## src/rtl/instr_fetch.sv

```systemverilog
// instr_fetch: program counter owner and single-word instruction fetch with stale-fetch discard
module instr_fetch #(
    parameter int ADDR_WIDTH = 16,
    parameter logic [ADDR_WIDTH-1:0] RESET_PC = '0
) (
    input  logic                  clock,
    input  logic                  reset,
    input  logic                  pcEn,
    input  logic                  pcIncOrSet,
    input  logic [ADDR_WIDTH-1:0] target,
    input  logic                  irEn,
    output logic                  memReq,
    output logic [ADDR_WIDTH-1:0] memAddr,
    input  logic                  memAck,
    input  logic [15:0]           memData,
    output logic [ADDR_WIDTH-1:0] pc,
    output logic [15:0]           instruction,
    output logic                  fetchStall
);
    localparam logic [1:0] START = 2'd0;
    localparam logic [1:0] REQ   = 2'd1;
    localparam logic [1:0] DRAIN = 2'd2;
    localparam logic [1:0] VALID = 2'd3;

    logic [1:0]            state, state_nxt;
    logic                  addr_ld;
    logic [15:0]           buffer;
    logic [ADDR_WIDTH-1:0] npc, pc_cur;

    assign npc        = pcIncOrSet ? target : pc + 1'b1;
    assign pc_cur     = pcEn ? npc : pc;
    assign memReq     = (state == REQ) | (state == DRAIN);
    assign fetchStall = irEn & (state != VALID);

    // next state, and whether a fresh request address is latched this cycle
    always_comb begin
        state_nxt = state;
        addr_ld   = 1'b0;
        case (state)
            START: begin
                state_nxt = REQ;
                addr_ld   = 1'b1;
            end
            REQ: begin
                state_nxt = memAck ? (pcEn ? REQ : VALID) : (pcEn ? DRAIN : REQ);
                addr_ld   = memAck & pcEn;
            end
            DRAIN: begin
                state_nxt = memAck ? REQ : DRAIN;
                addr_ld   = memAck;
            end
            default: begin
                state_nxt = pcEn ? REQ : VALID;
                addr_ld   = pcEn;
            end
        endcase
    end

    // state, pc, request address, fetch buffer and instruction register
    always_ff @(posedge clock or negedge reset) begin
        if (!reset) begin
            state       <= START;
            pc          <= RESET_PC;
            memAddr     <= RESET_PC;
            buffer      <= 16'h0000;
            instruction <= 16'h0000;
        end else begin
            state <= state_nxt;
            if (pcEn) pc <= npc;
            if (addr_ld) memAddr <= pc_cur;
            if (state == REQ && memAck && !pcEn) buffer <= memData;
            if (state == VALID && irEn) instruction <= buffer;
        end
    end
endmodule

```

## config.mk

```make
export PLATFORM = sky130hd
export DESIGN_NAME = instr_fetch
export DESIGN_NICKNAME = d
export VERILOG_FILES = /design/src/rtl/instr_fetch.sv
export SDC_FILE = /design/constraint.sdc
export NUM_CORES = 1
export LEC_CHECK = 0
export ABC_CLOCK_PERIOD_IN_PS = 2400
export CAP_MARGIN = 20
export CORE_UTILIZATION = 48
export CTS_CLUSTER_SIZE = 16
export DETAILED_ROUTE_END_ITERATION = 8
export PLACE_DENSITY_LB_ADDON = 0.08
export SLEW_MARGIN = 15
export SYNTH_ARGS = -nofsm -noshare
export SYNTH_HDL_FRONTEND = slang
export SYNTH_SLANG_ARGS = --single-unit
```

## constraint.sdc

```tcl
create_clock -name clock -period 2.4 [get_ports clock]
set_input_delay 0.48 -clock clock [delete_from_list [all_inputs] [get_ports clock]]
set_output_delay 0.48 -clock clock [all_outputs]
set_load 0.05 [all_outputs]
```

==> flow_summary_export.csv <==
group,metric,value,unit
routing,first_iter_violations,141,
routing,wl_per_cell,15.5,µm
cells_and_area,drive_above_1_share,0.226,
global_routing,antenna_found_initial,0,
placement,gp_congestion,0.868,
cells_and_area,nets,403,
sta,finalSetupViolations,0,
hold_path,hold_path_class,"input pin to asynchronous set/reset pin",
routing,drc,0,
placement,place_area,4090,µm²
clocking,cts-htree-levels,3,
synth,yosysSeqAreaShare,0.537,
sta,final_max_slew_viol_count,0,
pwr,ir_worst_vdd,0.896,mV
pwr,switching_share,0.428,
setup_path,cp_max_fo,9,
floorplan,die_width,82.0,µm
job,maxCapViolations,0,
setup_path,crit_family,"buffers and inverters",
sta,tns,0,ns
setup_path,worstPathBufferInverterCount,1,
pwr,pwr-share-clk,0.176,
synth,syn-instance-count,261,
cells_and_area,final_cell_mix,"clkdlybuf4s50_1 (84), dfrtp_1 (66), mux2_2 (39)",
synth,avgSynthCellArea,11.8,µm²
floorplan,rows,28,
cells_and_area,finalInstanceArea,4320,µm²
cells_and_area,insertedDiodeCount,0,
setup_path,rrSetupSlack,0.53,ns
clocking,cts.sinks,66,
sta,rsz0062_at_grt,"false",
synth,synthArstFlopShare,1.00,
pwr,p_sw,2.56,mW
routing,finalWirelength,6.81,mm
routing,drt-vias-per-instance,5.55,
global_routing,grt_max_degree,67,
cells_and_area,area_growth,40.6,%
cells_and_area,multi_input_area,1340,µm²
sta,layout_min_cycle_time,2.20,ns
clocking,cts_made_buffers,9,
sta,slew_headroom,0.637,
setup_path,required,1.92,ns
routing,vias,2429,
setup_path,critPathLaunchType,"flip-flop",
synth,yosysWarnings,0,
sta,hold_viol_final,0,
sta,fmax,454,MHz
sta,finClkSkew,0.00771,ns
cells_and_area,instances_no_fill,438,
status,status,"finished clean",
clocking,ctsRootBufferMaster,"clkbuf_8",
floorplan,io_pins,88,
setup_path,worstSetupEndpointType,"output port",
clocking,clkLatencyLatePin,0.33,ns
placement,preCtsSetupSlack,0.0624,ns
floorplan,coreArea,6060,µm²
routing,postRouteAntennaNets,0,
cells_and_area,layout.cells.most_common,"clkdlybuf4s50_1",
global_routing,grtUsageTotal,0.218,
sta,fin_hold_ws,0.143,ns
pwr,comb_power_share,0.510,
cells_and_area,fillers,439,
global_routing,grt_first_pass_wirelength,11.0,mm
global_routing,grt_pass1_vias,2360,
routing,firstDrtPassIters,4,
placement,dp_cells,422,
clocking,path_clk_slew,0.08,ns
synth,synth_fp_nets,306,
synth,ys.flop_type,"dfrtp_1",
floorplan,die_area,6730,µm²
synth,syn_area,3070,µm²
global_routing,overflow,0,
pwr,cellPowerDensity,1390,nW/µm²
sta,fin_ws,0.199,ns
cells_and_area,seqCellArea,1650,µm²
sta,tightest_slew,0.543,ns
floorplan,die_h,82.0,µm
clocking,tritoncts,"done",
synth,ys_ff_latch,66,
setup_path,arrival,1.72,ns
synth,synth_edf_count,0,
setup_path,cp_slowest_cell,"clkdlybuf4s50_1",
setup_path,critPathKind,"flip-flop to output port",
pwr,leakage,1.82,nW
setup_path,cpPeakStageDelay,0.86,ns
placement,port_buffers,87,
clocking,cts_buffer_depth,2,
setup_path,crit_chain,"clkdlybuf4s50_1",
synth,synthDistinctLibCells,48,
pwr,intPower,3.43,mW
sta,fin_crit_sh,0.917,
pwr,seqPwrFrac,0.313,
placement,post-dp-hpwl,4.86,mm
floorplan,initial_utilization,0.507,
[timing repair]
item / CTS / global route
setup buffers: 0 / 0
setup endpoints to repair: 0 / 1
gates resized for setup: 0 / 1
hold buffers: 0 / 0
[cells in the mapped netlist (all sizes together) (3+ instances only)]
library cell | number | share of area
and3 | 3 | 0.0069
ha | 7 | 0.029
a21oi | 7 | 0.013
a31o | 3 | 0.0086
inv | 6 | 0.0073
and2 | 3 | 0.0061
nand2 | 27 | 0.033
nand4 | 5 | 0.010
o31ai | 3 | 0.0073
o21ai | 7 | 0.011
dfrtp | 66 | 0.54
mux2i | 5 | 0.016
mux2 | 40 | 0.15
nor3 | 4 | 0.0065
buf | 12 | 0.020
o41ai | 5 | 0.014
nand3 | 10 | 0.021
o22ai | 3 | 0.0061
nor2 | 14 | 0.017
a31oi | 4 | 0.0081
[metrics by stage]
stage | power, mW | util
floorplan | 3.93 | -
global placement | 4.92 | 0.675
detailed placement | 4.98 | 0.675
CTS | 6.04 | 0.712
global route | 6.29 | 0.713
finish | 5.99 | 0.713
[state kept, by name (all words and copies together) (netlist names)]
name,count
buffer,16
pc,16
memAddr,16
state,2
instruction,16
[cells by family after synthesis]
| logic type | after synthesis | synth area share |
|---|---|---|
| AO/OA/AOI/OAI | 46 | 0.110 |
| multiplexers | 45 | 0.164 |
| AND/OR/NAND/NOR | 79 | 0.133 |
| buffers and inverters | 18 | 0.0269 |
| adder cells (fa/ha/maj) | 7 | 0.0285 |
| flip-flops | 66 | 0.537 |
[routing by layer]
metal,vias to the layer above,track usage,wire (µm)
met4,0,0.0825,63
met5,-,0,0
met2,84,0.362,3410
met1,1174,0.272,2890
met3,6,0.0544,444
li1,1165,-,-
[cell type report]
type | instances | share of cell area
Inverter | 6 | 0.00521
Clock inverter | 6 | 0.0209
Tap cell | 75 | 0.0217
Timing Repair Buffer | 98 | 0.228
Clock buffer | 10 | 0.0319
Sequential cell | 66 | 0.382
Multi-Input combinational cell | 177 | 0.310
[power by group through the flow]
stage / clock [mW] / sequential (mW) / combinational (mW)
finish: 1.06 / 1.88 / 3.06
global route: 1.11 / 1.94 / 3.24
CTS: 1.07 / 1.88 / 3.09
detailed placement: 0 / 1.90 / 3.08
global placement: 0 / 1.87 / 3.05
floorplan: 0 / 2.93 / 0.998
[final timing paths]
| path | start | endpoint | cells past startpoint |
|---|---|---|---|
| worst min register to register | memAddr[1] | memAddr[1] | 2 |
| worst max-delay path | pc[6] | pc[6] | 1 |
| worst min-delay path | reset | memAddr[10] | 2 |
| worst max register to register | pc[0] | memAddr[8] | 5 |
| min in group clock | memAddr[1] | memAddr[1] | 2 |
| max in group asynchronous | reset | pc[1] | 2 |
(Power assumes the default switching activity.)
==> edit 1 (same settings) <==
Change the parameter `ADDR_WIDTH` from 16 to 17.
--- a/src/rtl/instr_fetch.sv
+++ b/src/rtl/instr_fetch.sv
@@ -1,6 +1,6 @@
 // instr_fetch: program counter owner and single-word instruction fetch with stale-fetch discard
 module instr_fetch #(
-    parameter int ADDR_WIDTH = 16,
+    parameter int ADDR_WIDTH = 17,
     parameter logic [ADDR_WIDTH-1:0] RESET_PC = '0
 ) (
     input  logic                  clock,
Interface: changed (resized memAddr, pc and target); port bits go from 88 to 91. The function was not compared with the original's and may differ.
==> edit 1 against the original RTL <==
- sequential cell count increased by 2
- worst setup slack got worse by 120 ps
- non-clock buffer count increased by 8
- largest cell class unchanged
- fmax decreased by 5.0%
- critical path depth increased by 2
- wire length increased by 6.2%
- clock power decreased by 21%
- first-iteration DRC count decreased by 38%
- total power increased by 1.4%
- synthesized area increased by 7.7%
- design area increased by 5.4%
==> edit 1: results (changes against the original RTL) <==
| Metric | Value |
|---|---|
| Clk cell area share | `0.03873 (-0.01398)` |
| Area growth, synth to finish | `37.71%` |
| Placed cell count | `452 (+7.1%)` |
| Total GRT Usage | `0.2192 (+0.001150)` |
| Power Clock | `841 uW (-21%)` |
| Pleak | `1.928 nW (+5.7%)` |
| Slew at the pin closest to its max-slew limit | `634.2 ps (+90.94 ps)` |
| Synth unique cells | `47 (-2.1%)` |
| Fraction of area in multi-input gates | `0.3257 (+0.01586)` |
| Pin count of the biggest net entering global routing | `69 (+3.0%)` |
| Gpl congestion | `0.8159 (-6.0%)` |
| Post-DP HPWL | `5.139 mm (+5.7%)` |
| Synth top cells by count | `dfrtp_1, mux2_2, nand2_1, a21oi_1, nor2_1` |
| WL/cell | `15.45 um (-0.59%)` |
| Non-CTS buffers | `106 (+8.2%)` |
| Vias post-DR | `2,548 (+4.9%)` |
| Peak supply drop | `0.0008242 V (-8.1%)` |
| Sequential share of the synthesized area | `0.5144 (-0.02309)` |
| Comb. pwr | `3.29 mW (+7.5%)` |
| Status | `finished, final reports clean` |
| Number of multi-input logic gates | `192 (+8.5%)` |
| Pre-CTS setup slack | `-315.8 ps (-378.3 ps)` |
| Multiplexer share of the synthesized area | `0.1694 (+0.005352)` |
| Crit-path max cell delay | `790 ps (-70 ps)` |
| Logic inverters | `9 (+3)` |
| Adder-cell area share of the yosys netlist | `0.02648 (-0.002027)` |
| DRT iter0 DRCs | `87 (-38%)` |
| Setup skew after layout | `7.710 ps (+0.001890 ps)` |
| Fillers | `493 (+12%)` |
| Global-route wire length before repair | `12.20 mm (+11%)` |
| Synth top area cells | `dfrtp_1, mux2_2, mux2_4` |
| Syn Nets | `331 (+8.2%)` |
| Arr. time, crit path | `1840 ps (+120 ps)` |
| Post-Syn Instances | `285 (+9.2%)` |
| Placed inst area | `0.004375 sq mm (+7.0%)` |
| Int Power | `3.377 mW (-1.5%)` |
| Pwr Total | `6.072 mW (+1.4%)` |
| WL final | `7.230 mm (+6.2%)` |
[edit 1: worst paths after layout]
path / from / to / slack [ps] / depth (start not counted)
max: state[1]$_DFF_PN0_ / memReq / 80 / 3
min: reset / memAddr[13]$_DFFE_PN0P_ / 150 / 2
max reg2reg: state[1]$_DFF_PN0_ / memAddr[4]$_DFFE_PN0P_ / 440 / 6
min reg2reg: memAddr[8]$_DFFE_PN0P_ / memAddr[8]$_DFFE_PN0P_ / 480 / 2
max in group asynchronous: reset / buffer[10]$_DFFE_PN0P_ / 1960 / 2
min in group clock: memAddr[8]$_DFFE_PN0P_ / memAddr[8]$_DFFE_PN0P_ / 480 / 2
[edit 1: metal layers]
metal	part of all wire	track usage	vias up
li1	-	-	1238
met1	0.43	0.2758	1228
met4	0.018	0.09091	0
met5	0	0	-
met3	0.060	0.06128	12
met2	0.49	0.3578	70
==> edit 2 (same settings) <==
Without the edit above. Make the reset (`reset`) synchronous in one clocked block.
--- a/src/rtl/instr_fetch.sv
+++ b/src/rtl/instr_fetch.sv
@@ -57,7 +57,7 @@
     end
 
     // state, pc, request address, fetch buffer and instruction register
-    always_ff @(posedge clock or negedge reset) begin
+    always_ff @(posedge clock) begin
         if (!reset) begin
             state       <= START;
             pc          <= RESET_PC;
Check against the original RTL: differs if reset is asserted again (counterexample within 4 cycles, from zero or initial values and one cycle with reset low); with reset held inactive, the same outputs for 10 cycles.
==> edit 2 against the original RTL <==
- global-route usage up 4.2 points
- sequential share of layout area down 6.1 points
- wire length up 18%
- largest cell class is now multi-input gates
- clock skew up 3.7 ps
- design area down 4.7%
- worst setup slack worse by 13 ps
- sequential cell count unchanged
- synthesized area down 4.6%
Power is not compared: it rests on default switching activity, and its combinational part moved more than twofold at a synthesized area within 25%.
==> edit 2: results (changes against the original RTL) <==
| Metric | Value |
|---|---|
| Worst min-delay path class | `reg -> reg` |
| Crit-path max cell delay | `880 ps (+20 ps)` |
| DRT iter0 DRCs | `229 (+62%)` |
| Syn Nets | `408 (+33%)` |
| Sequential share of the synthesized area | `0.4509 (-0.08656)` |
| Placed inst area | `0.003910 sq mm (-4.4%)` |
| Nets | `497 (+23%)` |
| Slew at the pin closest to its max-slew limit | `624.7 ps (+81.45 ps)` |
| Setup skew after layout | `11.43 ps (+3.719 ps)` |
| Post-Syn Instances | `363 (+39%)` |
| Synth top cells by count | `nand2_1, dfxtp_1, a21oi_1, clkbuf_1, nor2_1` |
| Synth top area cells | `dfxtp_1, nand2_1, a21oi_1` |
| FF-to-FF Start | `pc[0]$_SDFF_PN0_` |
| Post-DP HPWL | `5.710 mm (+17%)` |
| WHS | `447.1 ps (+303.9 ps)` |
| Area growth, synth to finish | `40.44%` |
| Status | `finished, final reports clean` |
| Pre-CTS setup slack | `138.7 ps (+76.23 ps)` |
| Vias in the first global route | `2,530 (+7.2%)` |
| Gpl congestion | `0.9403 (+8.3%)` |
| Pin count of the biggest net entering global routing | `53 (-21%)` |
| Synth Flop Type | `dfxtp_1` |
| Asr flop ratio synth | `0 (-1.000)` |
| Synth unique cells | `47 (-2.1%)` |
| Reg2reg end | `memAddr[14]$_SDFFE_PN0P_` |
| Global-route wire length before repair | `12.53 mm (+14%)` |
==> edit 2: worst max-delay path by stage <==
stage                               end           startpoint  cells past startpoint  slack [ps]
2_1_floorplan  memAddr[12]$_SDFFE_PN0P_     pc[0]$_SDFF_PN0_                      5         300
4_1_cts                          memReq  state[0]$_SDFF_PN0_                      3          30
3_3_place_gp    memAddr[8]$_SDFFE_PN0P_                 pcEn                      6         180
5_1_grt                           pc[2]     pc[2]$_SDFF_PN0_                      1         120
3_5_place_dp    memAddr[7]$_SDFFE_PN0P_                 pcEn                      7         140
6_report                          pc[2]     pc[2]$_SDFF_PN0_                      1         190
==> edit 2: final cells by class <==
type                       instances  area share
multi-input combinational        265      0.3585
sequential                        66      0.3211
timing repair buffer             101      0.2402
clock buffer                      11     0.03436
tap                               75     0.02280
clock inverter                     5     0.01490
inverter                           9    0.008209
==> edit 2: power groups by stage <==
| stage | Clock [mW] | Combinational [mW] | Sequential (mW) |
|---|---|---|---|
| after floorplan | 0 | 0.240 | 1.42 |
| after global placement | 0 | 0.670 | 1.25 |
| after detailed placement | 0 | 0.678 | 1.25 |
| after CTS | 0.967 | 0.681 | 1.22 |
| after global routing | 1.02 | 0.725 | 1.23 |
| final | 0.948 | 0.681 | 1.22 |
==> edit 2: routing by layer <==
layer  vias up  part of all wire  GRT usage
met3        10             0.065    0.06705
li1       1446                 -          -
met4         0             0.011    0.09286
met2       109              0.45     0.3761
met1      1389              0.48     0.3705
met5         -                 0          0
==> edit 2: cell families after synthesis <==
logic type | Yosys count | share of synthesized area
AOI/OAI and AO/OA | 100 | 0.2092
and+or+nand+nor | 148 | 0.2289
muxes | 10 | 0.03544
adders and majority gates | 7 | 0.02989
DFF | 66 | 0.4509
buffers and inverters | 32 | 0.04569
